[src/rtl/multicycle_control_if.sv]
// Control/datapath bus for the multi-cycle control unit.
// The master side is the control unit, which drives the strobes.
// The slave side is the datapath, which supplies the IR, the zero flag and the memory ack.
interface multicycle_control_if #(
    parameter int FUNC_W = 4
);
    logic [31:0]       Instr;
    logic              ALU_zero;
    logic              Mem_Ack;
    logic              IR_LdEn;
    logic              PC_sel;
    logic              PC_LdEn;
    logic              RF_B_sel;
    logic              RF_WrEn;
    logic              RF_WrData_sel;
    logic              ALU_Bin_sel;
    logic [FUNC_W-1:0] ALU_func;
    logic              MEM_WrEn;
    logic              Mem_Req;
    logic              Halted;
    logic [3:0]        State;

    modport master (
        input  Instr, ALU_zero, Mem_Ack,
        output IR_LdEn, PC_sel, PC_LdEn, RF_B_sel, RF_WrEn, RF_WrData_sel,
               ALU_Bin_sel, ALU_func, MEM_WrEn, Mem_Req, Halted, State
    );

    modport slave (
        output Instr, ALU_zero, Mem_Ack,
        input  IR_LdEn, PC_sel, PC_LdEn, RF_B_sel, RF_WrEn, RF_WrData_sel,
               ALU_Bin_sel, ALU_func, MEM_WrEn, Mem_Req, Halted, State
    );
endinterface

[src/rtl/multicycle_control.sv]
// Multi-cycle control unit.
// It steps every instruction through IF/DEC/EXE/MEM/WB, with memory wait states
// guarded by a timeout. Outputs are decoded from the registered state and the IR.
// Mem_Ack reaches the strobes combinationally only for the fetch strobes in IF_W.
// It also reaches the next state on leaving a wait state.
module multicycle_control #(
    parameter int OPC_W   = 6,
    parameter int FUNC_W  = 4,
    parameter int TIMEOUT = 16,
    parameter int CNT_W   = 5
) (
    input  logic               Clk,
    input  logic               Reset,
    multicycle_control_if.master bus
);

    typedef enum logic [3:0] {
        S_RST  = 4'd0,
        S_IF   = 4'd1,
        S_IF_W = 4'd2,
        S_DEC  = 4'd3,
        S_EXE  = 4'd4,
        S_MEM  = 4'd5,
        S_MEM_W = 4'd6,
        S_WB   = 4'd7,
        S_HALT = 4'd8
    } state_t;

    localparam logic [OPC_W-1:0] OP_R    = OPC_W'(6'b100000);
    localparam logic [OPC_W-1:0] OP_LI   = OPC_W'(6'b111000);
    localparam logic [OPC_W-1:0] OP_ADDI = OPC_W'(6'b110000);
    localparam logic [OPC_W-1:0] OP_ANDI = OPC_W'(6'b110010);
    localparam logic [OPC_W-1:0] OP_ORI  = OPC_W'(6'b110011);
    localparam logic [OPC_W-1:0] OP_B    = OPC_W'(6'b111111);
    localparam logic [OPC_W-1:0] OP_BEQ  = OPC_W'(6'b000000);
    localparam logic [OPC_W-1:0] OP_BNE  = OPC_W'(6'b000001);
    localparam logic [OPC_W-1:0] OP_LW   = OPC_W'(6'b001111);
    localparam logic [OPC_W-1:0] OP_SW   = OPC_W'(6'b011111);

    state_t             state_q, state_d;
    logic [CNT_W-1:0]   cnt_q, cnt_d;
    logic [CNT_W-1:0]   cnt_inc;
    logic               timeout_hit;

    logic [OPC_W-1:0]   opcode;
    logic               is_r, is_li, is_addi, is_andi, is_ori;
    logic               is_b, is_beq, is_bne, is_lw, is_sw;
    logic               is_imm, is_legal, uses_rf_b, br_taken;

    logic               ir_ld, pc_sel, pc_ld, rf_b_sel, rf_wr, rf_wd_sel;
    logic               alu_bin_sel, mem_wr, mem_req, halted;
    logic [FUNC_W-1:0]  alu_func;

    // Bits between the opcode and the R-type func belong to the datapath only.
    logic               unused_instr_bits;
    assign unused_instr_bits = ^bus.Instr[31-OPC_W:FUNC_W];

    // Instruction class decode from the IR opcode field.
    always_comb begin
        opcode    = bus.Instr[31:32-OPC_W];
        is_r      = (opcode == OP_R);
        is_li     = (opcode == OP_LI);
        is_addi   = (opcode == OP_ADDI);
        is_andi   = (opcode == OP_ANDI);
        is_ori    = (opcode == OP_ORI);
        is_b      = (opcode == OP_B);
        is_beq    = (opcode == OP_BEQ);
        is_bne    = (opcode == OP_BNE);
        is_lw     = (opcode == OP_LW);
        is_sw     = (opcode == OP_SW);
        is_imm    = is_li | is_addi | is_andi | is_ori | is_lw | is_sw;
        is_legal  = is_r | is_imm | is_b | is_beq | is_bne;
        uses_rf_b = is_sw | is_beq | is_bne;
        // beq branches on zero, bne on non-zero.
        br_taken  = (bus.ALU_zero == is_beq);
    end

    // Wait-state counter: the next value, and whether that value reaches the limit.
    assign cnt_inc     = cnt_q + CNT_W'(1);
    assign timeout_hit = (cnt_inc == CNT_W'(TIMEOUT));

    // Next state and output decode. Every output defaults to 0, so only the active stage strobes.
    always_comb begin
        state_d     = state_q;
        cnt_d       = '0;
        ir_ld       = 1'b0;
        pc_sel      = 1'b0;
        pc_ld       = 1'b0;
        rf_b_sel    = 1'b0;
        rf_wr       = 1'b0;
        rf_wd_sel   = 1'b0;
        alu_bin_sel = 1'b0;
        alu_func    = '0;
        mem_wr      = 1'b0;
        mem_req     = 1'b0;
        halted      = 1'b0;

        case (state_q)
            S_RST: begin
                state_d = S_IF;
            end
            S_IF: begin
                // An ack before the wait state belongs to no request of ours.
                mem_req = 1'b1;
                state_d = S_IF_W;
            end
            S_IF_W: begin
                mem_req = 1'b1;
                if (bus.Mem_Ack) begin
                    ir_ld   = 1'b1;
                    pc_ld   = 1'b1;
                    state_d = S_DEC;
                end else begin
                    cnt_d = cnt_inc;
                    if (timeout_hit) begin
                        state_d = S_HALT;
                    end
                end
            end
            S_DEC: begin
                rf_b_sel = uses_rf_b;
                state_d  = is_legal ? S_EXE : S_HALT;
            end
            S_EXE: begin
                rf_b_sel    = uses_rf_b;
                alu_bin_sel = is_imm;
                if (is_r) begin
                    alu_func = bus.Instr[FUNC_W-1:0];
                end else if (is_andi) begin
                    alu_func = FUNC_W'(4'b0010);
                end else if (is_ori) begin
                    alu_func = FUNC_W'(4'b0011);
                end else if (is_beq || is_bne) begin
                    alu_func = FUNC_W'(4'b0001);
                end
                if (is_b) begin
                    pc_sel  = 1'b1;
                    pc_ld   = 1'b1;
                    state_d = S_IF;
                end else if (is_beq || is_bne) begin
                    pc_sel  = br_taken;
                    pc_ld   = br_taken;
                    state_d = S_IF;
                end else if (is_lw || is_sw) begin
                    state_d = S_MEM;
                end else begin
                    state_d = S_WB;
                end
            end
            S_MEM: begin
                rf_b_sel = uses_rf_b;
                mem_req  = 1'b1;
                mem_wr   = is_sw;
                state_d  = S_MEM_W;
            end
            S_MEM_W: begin
                rf_b_sel = uses_rf_b;
                mem_req  = 1'b1;
                mem_wr   = is_sw;
                if (bus.Mem_Ack) begin
                    state_d = is_sw ? S_IF : S_WB;
                end else begin
                    cnt_d = cnt_inc;
                    if (timeout_hit) begin
                        state_d = S_HALT;
                    end
                end
            end
            S_WB: begin
                rf_b_sel  = uses_rf_b;
                rf_wr     = 1'b1;
                rf_wd_sel = is_lw;
                state_d   = S_IF;
            end
            S_HALT: begin
                halted  = 1'b1;
                state_d = S_HALT;
            end
            default: begin
                state_d = S_HALT;
            end
        endcase
    end

    // State and wait-counter registers with synchronous reset.
    always_ff @(posedge Clk) begin
        if (Reset) begin
            state_q <= S_RST;
            cnt_q   <= '0;
        end else begin
            state_q <= state_d;
            cnt_q   <= cnt_d;
        end
    end

    assign bus.IR_LdEn       = ir_ld;
    assign bus.PC_sel        = pc_sel;
    assign bus.PC_LdEn       = pc_ld;
    assign bus.RF_B_sel      = rf_b_sel;
    assign bus.RF_WrEn       = rf_wr;
    assign bus.RF_WrData_sel = rf_wd_sel;
    assign bus.ALU_Bin_sel   = alu_bin_sel;
    assign bus.ALU_func      = alu_func;
    assign bus.MEM_WrEn      = mem_wr;
    assign bus.Mem_Req       = mem_req;
    assign bus.Halted        = halted;
    assign bus.State         = state_q;

endmodule
[src/flat_wrapper.sv]
// flat-port wrapper written by rule: the top's interface ports become plain ports
module multicycle_control_flat 
#(
    parameter int OPC_W   = 6,
    parameter int FUNC_W  = 4,
    parameter int TIMEOUT = 16,
    parameter int CNT_W   = 5
)
  (Clk, Reset, bus_Instr, bus_ALU_zero, bus_Mem_Ack, bus_IR_LdEn, bus_PC_sel, bus_PC_LdEn, bus_RF_B_sel, bus_RF_WrEn, bus_RF_WrData_sel, bus_ALU_Bin_sel, bus_ALU_func, bus_MEM_WrEn, bus_Mem_Req, bus_Halted, bus_State);
  multicycle_control_if #(.FUNC_W(FUNC_W)) bus_i ();
  input  logic Clk;
  input  logic Reset;
  input wire logic [$bits(bus_i.Instr)-1:0] bus_Instr;
  input wire logic [$bits(bus_i.ALU_zero)-1:0] bus_ALU_zero;
  input wire logic [$bits(bus_i.Mem_Ack)-1:0] bus_Mem_Ack;
  output wire logic [$bits(bus_i.IR_LdEn)-1:0] bus_IR_LdEn;
  output wire logic [$bits(bus_i.PC_sel)-1:0] bus_PC_sel;
  output wire logic [$bits(bus_i.PC_LdEn)-1:0] bus_PC_LdEn;
  output wire logic [$bits(bus_i.RF_B_sel)-1:0] bus_RF_B_sel;
  output wire logic [$bits(bus_i.RF_WrEn)-1:0] bus_RF_WrEn;
  output wire logic [$bits(bus_i.RF_WrData_sel)-1:0] bus_RF_WrData_sel;
  output wire logic [$bits(bus_i.ALU_Bin_sel)-1:0] bus_ALU_Bin_sel;
  output wire logic [$bits(bus_i.ALU_func)-1:0] bus_ALU_func;
  output wire logic [$bits(bus_i.MEM_WrEn)-1:0] bus_MEM_WrEn;
  output wire logic [$bits(bus_i.Mem_Req)-1:0] bus_Mem_Req;
  output wire logic [$bits(bus_i.Halted)-1:0] bus_Halted;
  output wire logic [$bits(bus_i.State)-1:0] bus_State;
  assign bus_i.Instr = bus_Instr;
  assign bus_i.ALU_zero = bus_ALU_zero;
  assign bus_i.Mem_Ack = bus_Mem_Ack;
  assign bus_IR_LdEn = bus_i.IR_LdEn;
  assign bus_PC_sel = bus_i.PC_sel;
  assign bus_PC_LdEn = bus_i.PC_LdEn;
  assign bus_RF_B_sel = bus_i.RF_B_sel;
  assign bus_RF_WrEn = bus_i.RF_WrEn;
  assign bus_RF_WrData_sel = bus_i.RF_WrData_sel;
  assign bus_ALU_Bin_sel = bus_i.ALU_Bin_sel;
  assign bus_ALU_func = bus_i.ALU_func;
  assign bus_MEM_WrEn = bus_i.MEM_WrEn;
  assign bus_Mem_Req = bus_i.Mem_Req;
  assign bus_Halted = bus_i.Halted;
  assign bus_State = bus_i.State;
  multicycle_control #(.OPC_W(OPC_W), .FUNC_W(FUNC_W), .TIMEOUT(TIMEOUT), .CNT_W(CNT_W)) u_core (.Clk(Clk), .Reset(Reset), .bus(bus_i));
endmodule
[config.mk]
export PLATFORM = sky130hd
export DESIGN_NAME = multicycle_control_flat
export DESIGN_NICKNAME = d
export VERILOG_FILES = /design/src/rtl/multicycle_control_if.sv /design/src/rtl/multicycle_control.sv /design/src/flat_wrapper.sv
export SDC_FILE = /design/constraint.sdc
export NUM_CORES = 1
export LEC_CHECK = 0
export ABC_AREA = 1
export BUFFER_PORTS_ARGS = -buffer_cell sky130_fd_sc_hd__clkbuf_2
export CAP_MARGIN = 20
export CORE_MARGIN = 5
export CORE_UTILIZATION = 43
export DETAILED_ROUTE_END_ITERATION = 7
export GPL_TIMING_DRIVEN = 0
export MAX_ROUTING_LAYER = met4
export PLACE_DENSITY_LB_ADDON = 0.25
export REMOVE_ABC_BUFFERS = 1
export SYNTH_ARGS = -nofsm -noshare
export SYNTH_HDL_FRONTEND = slang
export SYNTH_SLANG_ARGS = --single-unit
[constraint.sdc]
create_clock -name Clk -period 3.15 [get_ports Clk]
set_input_delay 0.1575 -clock Clk [delete_from_list [all_inputs] [get_ports Clk]]
set_output_delay 0.1575 -clock Clk [all_outputs]
set_load 0.03 [all_outputs]
==> summary.txt, run 1 <==
Status
  • Outcome: completed

STA
  • Final min period: 1.835 ns
  • Setup TNS Final: 0 ns
  • Final hold viol count: 0
  • Slew margin rel.: 77.41%
  • Worst Skew: 0.002977 ns
  • RSZ-0062 raised after global routing: no
  • Fmax: 0.5450 GHz
  • Slew Limit Fails: 0
  • Tcrit/Tclk final: 58.25%
  • Worst-margin pin slew: 0.3384 ns
  • Setup Viol. Count Final: 0
  • Hold slack: 0.1281 ns

Global routing
  • First-pass GRT wire length: 3222 microns
  • Largest net degree at the start of global routing: 9
  • Grt ovf: 0
  • Number of global-route vias before repair: 797
  • Initial antenna violation count: 0
  • GRT Overall Usage: 16.40%

Die
  • Die Span X: 51.68 microns
  • Initial Util: 44.22%
  • Die height: 51.68 microns
  • IO Count: 54
  • Core area: 0.001689 sq mm
  • Die ar.: 0.002671 sq mm
  • Row count: 15

Place
  • Post-DP HPWL: 1594 microns
  • Count of input and output buffers: 31
  • Placer Congestion: 0.8258
  • Placed Cells: 172

Finish
  • Fin cells: 176
  • Layout fillers: 188
  • Nets@finish: 197
  • Layout cells sized above 1: 30.19%
  • Layout Utilization: 56.22%
  • N_diodes: 0
  • Layout area overhead: 27.14%

Pwr
  • Sequential Power Share: 37.8%
  • Combinational Power Share: 37.6%
  • Power Density: 373.7 mW/mm^2
  • Clock power share: 24.6%
  • Sw Ratio: 40.36%
  • Internal power: 0.2117 mW
  • Leak pwr: 0.4967 nW
  • Switch Pwr: 0.1432 mW
  • Total power: 0.3549 mW
  • VDD IR max: 0.0002486 V

Setup path
  • Required @ worst endpoint: 2.99 ns
  • Worst setup SP type: flop
  • Worst-path fanout max: 8
  • Crit. End Element: primary output
  • WP data arrival: 1.68 ns
  • Crit path kind: reg2out

Route
  • DRC violations left: 0
  • DRT Pass-1 Iters: 4
  • Routed len/inst: 10.68 microns
  • Initial detailed-routing violation count: 15
  • Via count: 873
  • DRT antenna net count: 0
  • Routed vias/inst: 4.960
  • WL final: 1880 microns

Clock tree
  • # hold bufs at CTS: 0
  • Deepest clock path buffer count: 2
  • TritonCTS Buffers: 3
  • Sink Count: 9
  • Reg clk slew, reported paths: 0.06 ns
  • Worst skew pair latency: 0.26 ns
  • Post-CTS Setup Inserts: 0
  • CTS tree: done
  • H-tree Lvls: 1
  • Post-cts sizing count: 0
  • Root Buffer: clkbuf_4

Flow run
  • Max-cap violations: 0

Synthesis
  • Area share of the largest cell type after synthesis: 24.12%
  • Yosys warns: 0
  • Count of unique library cells instantiated by Yosys: 29
  • Area contributors post-synth: dfxtp_1 (24%), nand2_1 (15%), nor2_1 (12%)
  • Post-synthesis cell area: 747.0 sq um
  • Area leader, netlist: dfxtp_1
  • Seq/Total Area, Yosys: 24.12%
  • Synth Instances: 124
  • Register bit total from synthesis: 9
  • Mapped Avg Cell Area: 6.024 sq um

Worst hold path
  • Worst Hold Class: in2reg
## path summary, 6_finish.rpt
kind / startpoint / endpoint / slack, ns / depth (start not counted)
worst min-delay path: Reset / u_core.bus.State[0]$_SDFF_PP0_ / 0.13 / 2
worst min register to register: u_core.cnt_q[0]$_SDFF_PP0_ / u_core.cnt_q[0]$_SDFF_PP0_ / 0.46 / 1
worst max register to register: u_core.cnt_q[0]$_SDFF_PP0_ / u_core.bus.State[2]$_SDFF_PP0_ / 1.77 / 10
worst max-delay path: u_core.bus.State[2]$_SDFF_PP0_ / bus_PC_LdEn / 1.32 / 6
## power groups by stage
stage | sequential (mW) | clock, mW | combinational (mW)
floorplan | 0.149 | 0 | 0.0824
global placement | 0.136 | 0 | 0.132
detailed placement | 0.136 | 0 | 0.134
CTS | 0.134 | 0.0911 | 0.134
global route | 0.136 | 0.0998 | 0.147
finish | 0.134 | 0.0874 | 0.133
## synthesized netlist by cell type
cell type / instances
nor3_1: 2
nand3_1: 8
o21ai_1: 1
inv_1: 17
nor2_8: 1
and3_2: 1
a211oi_2: 1
nor2_2: 1
a31oi_1: 2
nor2_4: 1
nor3_2: 1
or2_1: 2
nand3b_1: 1
nand2_1: 29
and3_1: 1
nand2_2: 2
o21ai_0: 2
nor2_1: 23
ha_1: 1
a41oi_1: 1
a211oi_1: 1
inv_2: 3
nand4_1: 3
a22oi_1: 1
or2_2: 1
nand2_4: 1
nand3_2: 1
a21oi_1: 6
dfxtp_1: 9
## cells in the final DEF (no fill, tap or decap), types with 2 or more instances in the layout
master,n
dfxtp_1,9
nor3_1,2
nand3_1,8
nand2_2,2
clkbuf_2,31
inv_1,17
or2_1,2
o21ai_0,2
a31oi_1,2
nor2_1,23
clkbuf_4,3
inv_2,3
a21oi_1,6
nand2_1,29
nand4_1,3
## flip-flops by register name (all words and copies together), names as in the netlist
name / cells
u_core.cnt_q: 5
u_core.bus.State: 4
## cells by family after synthesis
family,synth area share (%)
AND/OR/NAND/NOR,51.59
flip-flops,24.12
buffers and inverters,10.05
adder cells (fa/ha/maj),1.675
AO/OA/AOI/OAI,12.56
## per-stage QoR
step	setup WS [ns]	cell area, sq um
floorplan	1.058	747.0
global placement	1.611	923.4
detailed placement	1.587	923.4
CTS	1.295	949.7
global route	1.178	949.7
finish	1.315	949.7
## worst max-delay path, cell delays in order, from the launching register on
cell      delay, ns
dfxtp_1        0.52
nand2_4        0.13
nor2_8         0.16
inv_2          0.06
a211oi_2       0.21
or2_1          0.13
clkbuf_2       0.20
## layer usage
layer  share of wire [%]  up-vias  track usage, %
met5                   0        -               -
met4                   0        0           2.620
met3                 6.1        0           6.017
met2                  45       18           26.06
met1                  49      384           20.28
li1                    -      471               -
## area by class of cell
cell class              instances  area [sq um]  share of cell area, %
inverters                      20         75.07                  7.905
flip-flops and latches          9         180.2                  18.97
repair buffers                 31         155.1                  16.34
clock buffers                   4         26.28                  2.767
well taps                      17         21.27                  2.240
multi-input cells              95         491.7                  51.78
Power figures use the tool's default switching activity.
==> inputs of run 2 (changes only) <==
--- a/config.mk
+++ b/config.mk
@@ -5,11 +5,11 @@
 export SDC_FILE = /design/constraint.sdc
 export NUM_CORES = 1
 export LEC_CHECK = 0
-export ABC_AREA = 1
+export ABC_AREA = 0
 export BUFFER_PORTS_ARGS = -buffer_cell sky130_fd_sc_hd__clkbuf_2
 export CAP_MARGIN = 20
 export CORE_MARGIN = 5
-export CORE_UTILIZATION = 43
+export CORE_UTILIZATION = 40
 export DETAILED_ROUTE_END_ITERATION = 7
 export GPL_TIMING_DRIVEN = 0
 export MAX_ROUTING_LAYER = met4
==> constraint.sdc (replaced) <==
create_clock -name Clk -period 1.7 [get_ports Clk]
set_input_delay 0.085 -clock Clk [delete_from_list [all_inputs] [get_ports Clk]]
set_output_delay 0.085 -clock Clk [all_outputs]
set_load 0.03 [all_outputs]
==> run 2 against run 1 <==
  * Synthesized cell count down 19%
  * The flow now finishes with violations (setup timing)
  * Critical path type unchanged
  * Combinational power up 74%
  * Register-to-register slack worse by 1.4 ns
  * Wire length up 12%
  * Die area up 11%
  * Utilization up 0.093 points
  * Sequential power up 84%
  * Area after synthesis up 5.4%
==> summary.txt, run 2 <==
STA
  • Final hold viol count: 0 (unchanged)
  • Worst Slack Setup Final: -0.1155 ns (was 1.315 ns)
  • RSZ-0062 raised after global routing: yes (was no)
  • Worst Skew: 0.002436 ns (was 0.002977 ns)
  • Hold slack: 0.1870 ns (was 0.1281 ns)
  • Fmax: 0.5508 GHz
  • Final min period: 1.816 ns
  • Slew margin rel.: 74.47% (was 77.41%)
  • Slew Limit Fails: 0 (unchanged)
  • Worst-margin pin slew: 0.3807 ns (was 0.3384 ns)
  • Tcrit/Tclk final: 106.8%
  • Setup Viol. Count Final: 3 (was 0)

Synthesis
  • Count of unique library cells instantiated by Yosys: 44 (was 29)
  • Post-synthesis cell area: 787.0 sq um (was 747.0 sq um)
  • Seq/Total Area, Yosys: 22.89% (was 24.12%)
  • Top-count cell post-synth: nor2_1 (was nand2_1)
  • Ys async rst share: 0% (unchanged)
  • Area leader, netlist: dfxtp_1 (unchanged)
  • Area contributors post-synth: dfxtp_1 (23%), nor2_1 (4.8%), nand3_1 (4.5%) (was dfxtp_1 (24%), nand2_1 (15%), nor2_1 (12%))
  • Register bit total from synthesis: 9 (unchanged)
  • Mapped Avg Cell Area: 7.792 sq um (was 6.024 sq um)
  • Yosys warns: 0 (unchanged)
  • Post-synth EDFFs: 0 (unchanged)
  • Synth Flop Type: dfxtp_1 (unchanged)
  • Synth Instances: 101 (was 124)
  • Top cells by count, synth: nor2_1 (10), dfxtp_1 (9), nand3_1 (7) (was nand2_1 (29), nor2_1 (23), inv_1 (17), dfxtp_1 (9), nand3_1 (8))
  • Area share of the largest cell type after synthesis: 22.89% (was 24.12%)

Worst hold path
  • Hold Crit Depth: 3 (was 2)
  • Worst Hold Class: in2reg (unchanged)

Place
  • Post-DP HPWL: 1467 microns (was 1594 microns)
  • Area post-placement: 928.4 sq um (was 923.4 sq um)
  • Placer Congestion: 0.7754 (was 0.8258)
  • Count of input and output buffers: 31 (unchanged)

Pwr
  • Leak pwr: 0.4330 nW (was 0.4967 nW)
  • Power Density: 590.9 mW/mm^2 (was 373.7 mW/mm^2)
  • VDD IR max: 0.0005749 V (was 0.0002486 V)
  • Total power: 0.6395 mW (was 0.3549 mW)

Route
  • Routed vias/inst: 5.463 (was 4.960)
  • Via count: 874 (was 873)
  • DRC violations left: 0 (unchanged)
  • WL final: 2110 microns (was 1880 microns)
  • Initial detailed-routing violation count: 20 (was 15)
  • DRT antenna net count: 0 (unchanged)
  • DRT Pass-1 Iters: 4 (unchanged)
  • Routed len/inst: 13.19 microns (was 10.68 microns)

Finish
  • N_diodes: 0 (unchanged)
  • Max reg flops: 5 (unchanged)
  • Multi-input combinational cell area: 579.3 sq um (was 491.7 sq um)
  • Fin area: 0.001082 sq mm (was 949.7 sq um)
  • Commonest non-fill, non-tap cell in the layout: clkbuf_2 (unchanged)
  • Nets@finish: 171 (was 197)
  • Layout cells sized above 1: 40.60% (was 30.19%)
  • FF+latch area: 192.7 sq um (was 180.2 sq um)
  • Layout area overhead: 37.52% (was 27.14%)
  • Most frequent cells in the layout: clkbuf_2 (24), nor2_1 (10), nand3_1 (7), buf_4 (7) (was clkbuf_2 (31), nand2_1 (29), nor2_1 (23))
  • Layout fillers: 183 (was 188)
  • Layout Utilization: 56.32% (was 56.22%)
  • Most flop-heavy register: u_core.cnt_q (unchanged)

Die
  • Core area: 0.001922 sq mm (was 0.001689 sq mm)
  • Row count: 16 (was 15)
  • IO Count: 54 (unchanged)
  • Initial Util: 40.95% (was 44.22%)
  • Die Span X: 54.36 microns (was 51.68 microns)
  • Die ar.: 0.002954 sq mm (was 0.002671 sq mm)
  • Die height: 54.36 microns (was 51.68 microns)

Setup path
  • Worst-path fanout max: 5 (was 8)
  • Required @ worst endpoint: 1.62 ns (was 2.99 ns)
  • WP data arrival: 1.73 ns (was 1.68 ns)
  • FF-to-FF path depth: 4 (was 10)
  • Worst setup SP type: flop (unchanged)
  • Crit. End Element: primary output (unchanged)
  • Crit path kind: reg2out (unchanged)

Clock tree
  • CTS tree: done (unchanged)
  • Deepest clock path buffer count: 2 (unchanged)
  • H-tree Lvls: 1 (unchanged)
  • Reg clk slew, reported paths: 0.06 ns (about the same)
  • TritonCTS Buffers: 3 (unchanged)
  • Worst skew pair latency: 0.26 ns (about the same)
  • # hold bufs at CTS: 0 (unchanged)
  • Sink Count: 9 (unchanged)
  • Root Buffer: clkbuf_4 (unchanged)

Flow run
  • Max-cap violations: 0 (unchanged)

Global routing
  • First-pass GRT wire length: 3291 microns (was 3222 microns)
  • GRT Overall Usage: 15.22% (was 16.40%)
  • Initial antenna violation count: 0 (unchanged)
  • Number of global-route vias before repair: 784 (was 797)
  • Largest net degree at the start of global routing: 14 (was 9)
  • Grt ovf: 0 (unchanged)

Status
  • Failing checks: setup timing
  • Outcome: finished with violations (was completed)
-- run 2: logic make-up after synthesis --
kind of cell	synth area share, %
buffers and inverters	8.426
AO/OA/AOI/OAI	20.51
AND/OR/NAND/NOR	39.75
XOR/XNOR	5.565
multiplexers	1.272
adder cells (fa/ha/maj)	1.590
flip-flops	22.89
-- run 2: metrics by stage --
| step | worst slack (ns) | setup TNS (ns) | instances |
|---|---|---|---|
| 3_5_place_dp | -0.1622 | -0.3514 | 151 |
| 2_1_floorplan | -0.7218 | -3.076 | 93 |
| 3_3_place_gp | -0.1329 | -0.2853 | 151 |
| 4_1_cts | -0.08046 | -0.1739 | 160 |
| 6_report | -0.1155 | -0.2406 | 160 |
| 5_1_grt | -0.2119 | -0.5577 | 160 |
-- run 2: layout make-up --
cell class	instances	share of cell area, %
timing repair buffer	36	21.39
multi-input combinational	79	53.53
tap	27	3.121
inverter	5	1.734
clock buffer	4	2.428
sequential	9	17.80
-- run 2: layer usage --
| metal | part of all wire [%] | vias to the layer above | GRT usage [%] |
|---|---|---|---|
| li1 | - | 437 | - |
| met1 | 42 | 409 | 18.00 |
| met2 | 51 | 26 | 24.90 |
| met3 | 5.9 | 2 | 2.725 |
| met4 | 1.0 | 0 | 7.054 |
| met5 | 0 | - | - |
-- run 2: path summary, 6_finish.rpt --
| path | slack (ns) | end | startpoint |
|---|---|---|---|
| max | -0.12 | bus_ALU_func[3] | u_core.bus.State[1]$_SDFF_PP0_ |
| min | 0.19 | u_core.cnt_q[1]$_SDFF_PP0_ | Reset |
| max reg2reg | 0.37 | u_core.bus.State[1]$_SDFF_PP0_ | u_core.bus.State[1]$_SDFF_PP0_ |
| min reg2reg | 0.48 | u_core.cnt_q[0]$_SDFF_PP0_ | u_core.cnt_q[0]$_SDFF_PP0_ |
-- run 2: report_power, final --
part	switching [mW]	internal, mW	leakage (nW)
logic	0.144	0.0881	0.343
registers	0.0209	0.225	0.0756
clock network	0.0719	0.0903	0.0150
total	0.236	0.403	0.433
-- run 2: worst max-delay path, stage by stage (launching register included) --
cell and delay, ns:
dfxtp_4 0.36, nor4b_4 0.31, nor3b_4 0.26, and4b_1 0.24
and2_1 0.14, clkbuf_8 0.15
-- run 2: what timing repair did --
item,CTS,global route
gates resized for setup,17,14
pin swaps,4,5
setup endpoints to repair,7,8
buffers inserted,5,1
==> inputs of run 3 (changes only) <==
--- a/config.mk
+++ b/config.mk
@@ -14,7 +14,6 @@
 export GPL_TIMING_DRIVEN = 0
 export MAX_ROUTING_LAYER = met4
 export PLACE_DENSITY_LB_ADDON = 0.25
-export REMOVE_ABC_BUFFERS = 1
 export SYNTH_ARGS = -nofsm -noshare
 export SYNTH_HDL_FRONTEND = slang
 export SYNTH_SLANG_ARGS = --single-unit
==> run 3 against run 2 <==
  * The flow still finishes with violations (setup timing)
  * Die area unchanged
  * Largest cell class unchanged
  * Clock power shrank 3%
  * Cell count increased by 1.9%
  * Sequential power about the same
  * Highest routed layer unchanged
  * Sequential share of layout area shrank 0.74 points
==> summary.txt, run 3 (synthesis gave the netlist of run 2 again) <==
Global routing
  • First-pass GRT wire length: 3498 microns (was 3291 microns)
  • GRT Overall Usage: 16.66% (was 15.22%)
  • Largest net degree at the start of global routing: 11 (was 14)
  • Initial antenna violation count: 0 (unchanged)
  • Grt ovf: 0 (unchanged)
  • Number of global-route vias before repair: 830 (was 784)

STA
  • Tcrit/Tclk final: 105.0% (was 106.8%)
  • Final hold viol count: 0 (unchanged)
  • Worst Skew: 0.002792 ns (was 0.002436 ns)
  • Hold slack: 0.2055 ns (was 0.1870 ns)
  • Final min period: 1.785 ns (was 1.816 ns)
  • Slew margin rel.: 62.38% (was 74.47%)
  • RSZ-0062 raised after global routing: yes (unchanged)
  • Worst-margin pin slew: 0.5643 ns (was 0.3807 ns)
  • Setup Viol. Count Final: 2 (was 3)
  • Worst Slack Setup Final: -0.08481 ns (was -0.1155 ns)
  • Fmax: 0.5603 GHz (was 0.5508 GHz)
  • Slew Limit Fails: 0 (unchanged)

Route
  • DRC violations left: 0 (unchanged)
  • DRT Pass-1 Iters: 4 (unchanged)
  • WL final: 2199 microns (was 2110 microns)
  • Initial detailed-routing violation count: 15 (was 20)
  • Routed len/inst: 13.49 microns (was 13.19 microns)
  • DRT antenna net count: 0 (unchanged)
  • Routed vias/inst: 5.595 (was 5.463)
  • Via count: 912 (was 874)

Pwr
  • Power Density: 568.9 mW/mm^2 (was 590.9 mW/mm^2)
  • Leak pwr: 0.4501 nW (was 0.4330 nW)
  • VDD IR max: 0.0004398 V (was 0.0005749 V)

Finish
  • Commonest non-fill, non-tap cell in the layout: clkbuf_2 (unchanged)
  • N_diodes: 0 (unchanged)
  • Max reg flops: 5 (unchanged)
  • Fin cells: 163 (was 160)
  • Most flop-heavy register: u_core.cnt_q (unchanged)
  • Layout cells sized above 1: 45.59% (was 40.60%)
  • Layout area overhead: 45.31% (was 37.52%)
  • Most frequent cells in the layout: clkbuf_2 (24), nor2_1 (9), nand3_1 (7), buf_4 (7) (was clkbuf_2 (24), nor2_1 (10), nand3_1 (7), buf_4 (7))
  • Nets@finish: 174 (was 171)

Die
  • Row count: 16 (unchanged)
  • Die ar.: 0.002954 sq mm (unchanged)
  • Core area: 0.001922 sq mm (unchanged)
  • Initial Util: 40.95% (unchanged)
  • Die height: 54.36 microns (unchanged)
  • IO Count: 54 (unchanged)
  • Die Span X: 54.36 microns (unchanged)

Worst hold path
  • Hold Crit Depth: 3 (unchanged)
  • Worst Hold Class: in2reg (unchanged)
  • Hold Startpoint: Reset (unchanged)
  • Endpoint, Worst Hold: u_core.bus.State[0]$_SDFF_PP0_ (was u_core.cnt_q[1]$_SDFF_PP0_)

Clock tree
  • H-tree Lvls: 1 (unchanged)
  • Worst skew pair latency: 0.26 ns (about the same)
  • # hold bufs at CTS: 0 (unchanged)
  • Root Buffer: clkbuf_4 (unchanged)
  • CTS tree: done (unchanged)
  • Reg clk slew, reported paths: 0.06 ns (about the same)
  • Deepest clock path buffer count: 2 (unchanged)
  • Sink Count: 9 (unchanged)
  • TritonCTS Buffers: 3 (unchanged)

Setup path
  • Slowest Stage Delay on Critical Path: 0.36 ns (about the same)
  • WP data arrival: 1.70 ns (was 1.73 ns)
  • Required @ worst endpoint: 1.62 ns (about the same)
  • Crit path kind: reg2out (unchanged)
  • Worst reg2reg path endpoint: u_core.bus.State[1]$_SDFF_PP0_ (unchanged)
  • Worst-path fanout max: 4 (was 5)
  • Crit. End Element: primary output (unchanged)
  • Critical-path cell list: nor4b_4 > nor3b_4 > and4b_1 > and2_4 > buf_8 (was nor4b_4 > nor3b_4 > and4b_1 > and2_1 > clkbuf_8)
  • FF-to-FF path depth: 6 (was 4)
  • Crit path launch: u_core.bus.State[1]$_SDFF_PP0_ (unchanged)
  • FF-to-FF Start: u_core.bus.State[1]$_SDFF_PP0_ (unchanged)
  • CP max stage cell: dfxtp_4 (unchanged)
  • Worst setup SP type: flop (unchanged)
  • R2R Setup Slk: 0.32 ns (was 0.37 ns)

Place
  • Placed Cells: 156 (was 151)
  • Post-DP HPWL: 1591 microns (was 1467 microns)
  • Count of input and output buffers: 28 (was 31)
  • Placer Congestion: 0.8417 (was 0.7754)

Status
  • Failing checks: setup timing (unchanged)
  • Outcome: finished with violations (unchanged)

Synthesis
  • Syn nets: 138

Flow run
  • Max-cap violations: 0 (unchanged)
[run 3: what timing repair did]
item                       in CTS  in global routing
gates resized for setup        10                 12
pin swaps                       2                  4
buffers inserted                5                  1
setup endpoints to repair       7                  5
gates cloned                    0                  0
[run 3: how the worst max path moves through the flow]
stage / slack [ns] / endpoint / depth (start not counted)
finish: -0.08 / bus_ALU_func[3] / 5
detailed placement: -0.16 / bus_ALU_func[3] / 6
global placement: -0.15 / bus_ALU_func[3] / 6
CTS: -0.07 / bus_ALU_func[3] / 5
global route: -0.17 / bus_ALU_func[2] / 5
floorplan: 0.02 / bus_ALU_func[2] / 5
[run 3: power breakdown]
group	switching, mW	total [mW]	leakage (nW)	internal [mW]
logic	0.152	0.249	0.359	0.0970
registers	0.0198	0.244	0.0759	0.224
clock network	0.0672	0.157	0.0150	0.0900
total	0.239	0.651	0.450	0.411
[run 3: per-stage QoR]
| step | worst slack [ns] | utilization, % | setup TNS (ns) | instance area (sq um) | power (mW) |
|---|---|---|---|---|---|
| 3_5_place_dp | -0.1576 | 53.52 | -0.3124 | 1028 | 0.4795 |
| 4_1_cts | -0.06552 | 57.88 | -0.1307 | 1112 | 0.6536 |
| 2_1_floorplan | 0.02138 | - | 0 | 854.6 | 0.4166 |
| 3_3_place_gp | -0.1480 | 53.52 | -0.2943 | 1028 | 0.4763 |
| 6_report | -0.08481 | 59.51 | -0.1689 | 1144 | 0.6506 |
| 5_1_grt | -0.1694 | 59.51 | -0.4614 | 1144 | 0.6957 |
[run 3: final cells by class]
| type | count | area [sq um] |
|---|---|---|
| inverter | 5 | 18.77 |
| fill | 188 | 778.2 |
| timing repair buffer | 34 | 214.0 |
| multi-input combinational | 79 | 625.6 |
| tap | 27 | 33.78 |
| sequential | 9 | 195.2 |
| clock buffer | 4 | 26.28 |
| buffer | 5 | 30.03 |
[run 3: routing by layer]
metal / global-route usage (%) / vias up / routed length (microns)
met1: 17.62 / 425 / 859
met2: 28.69 / 37 / 1126
li1: - / 446 / -
met4: 5.394 / 0 / 34
met3: 5.995 / 4 / 179
met5: - / - / 0
[run 3: worst max-delay path: cells and delay by family, from the launching register on]
family / cells / cell delay (ns)
buffers and inverters: 1 / 0.11
DFF: 1 / 0.36
and+or+nand+nor: 4 / 0.98
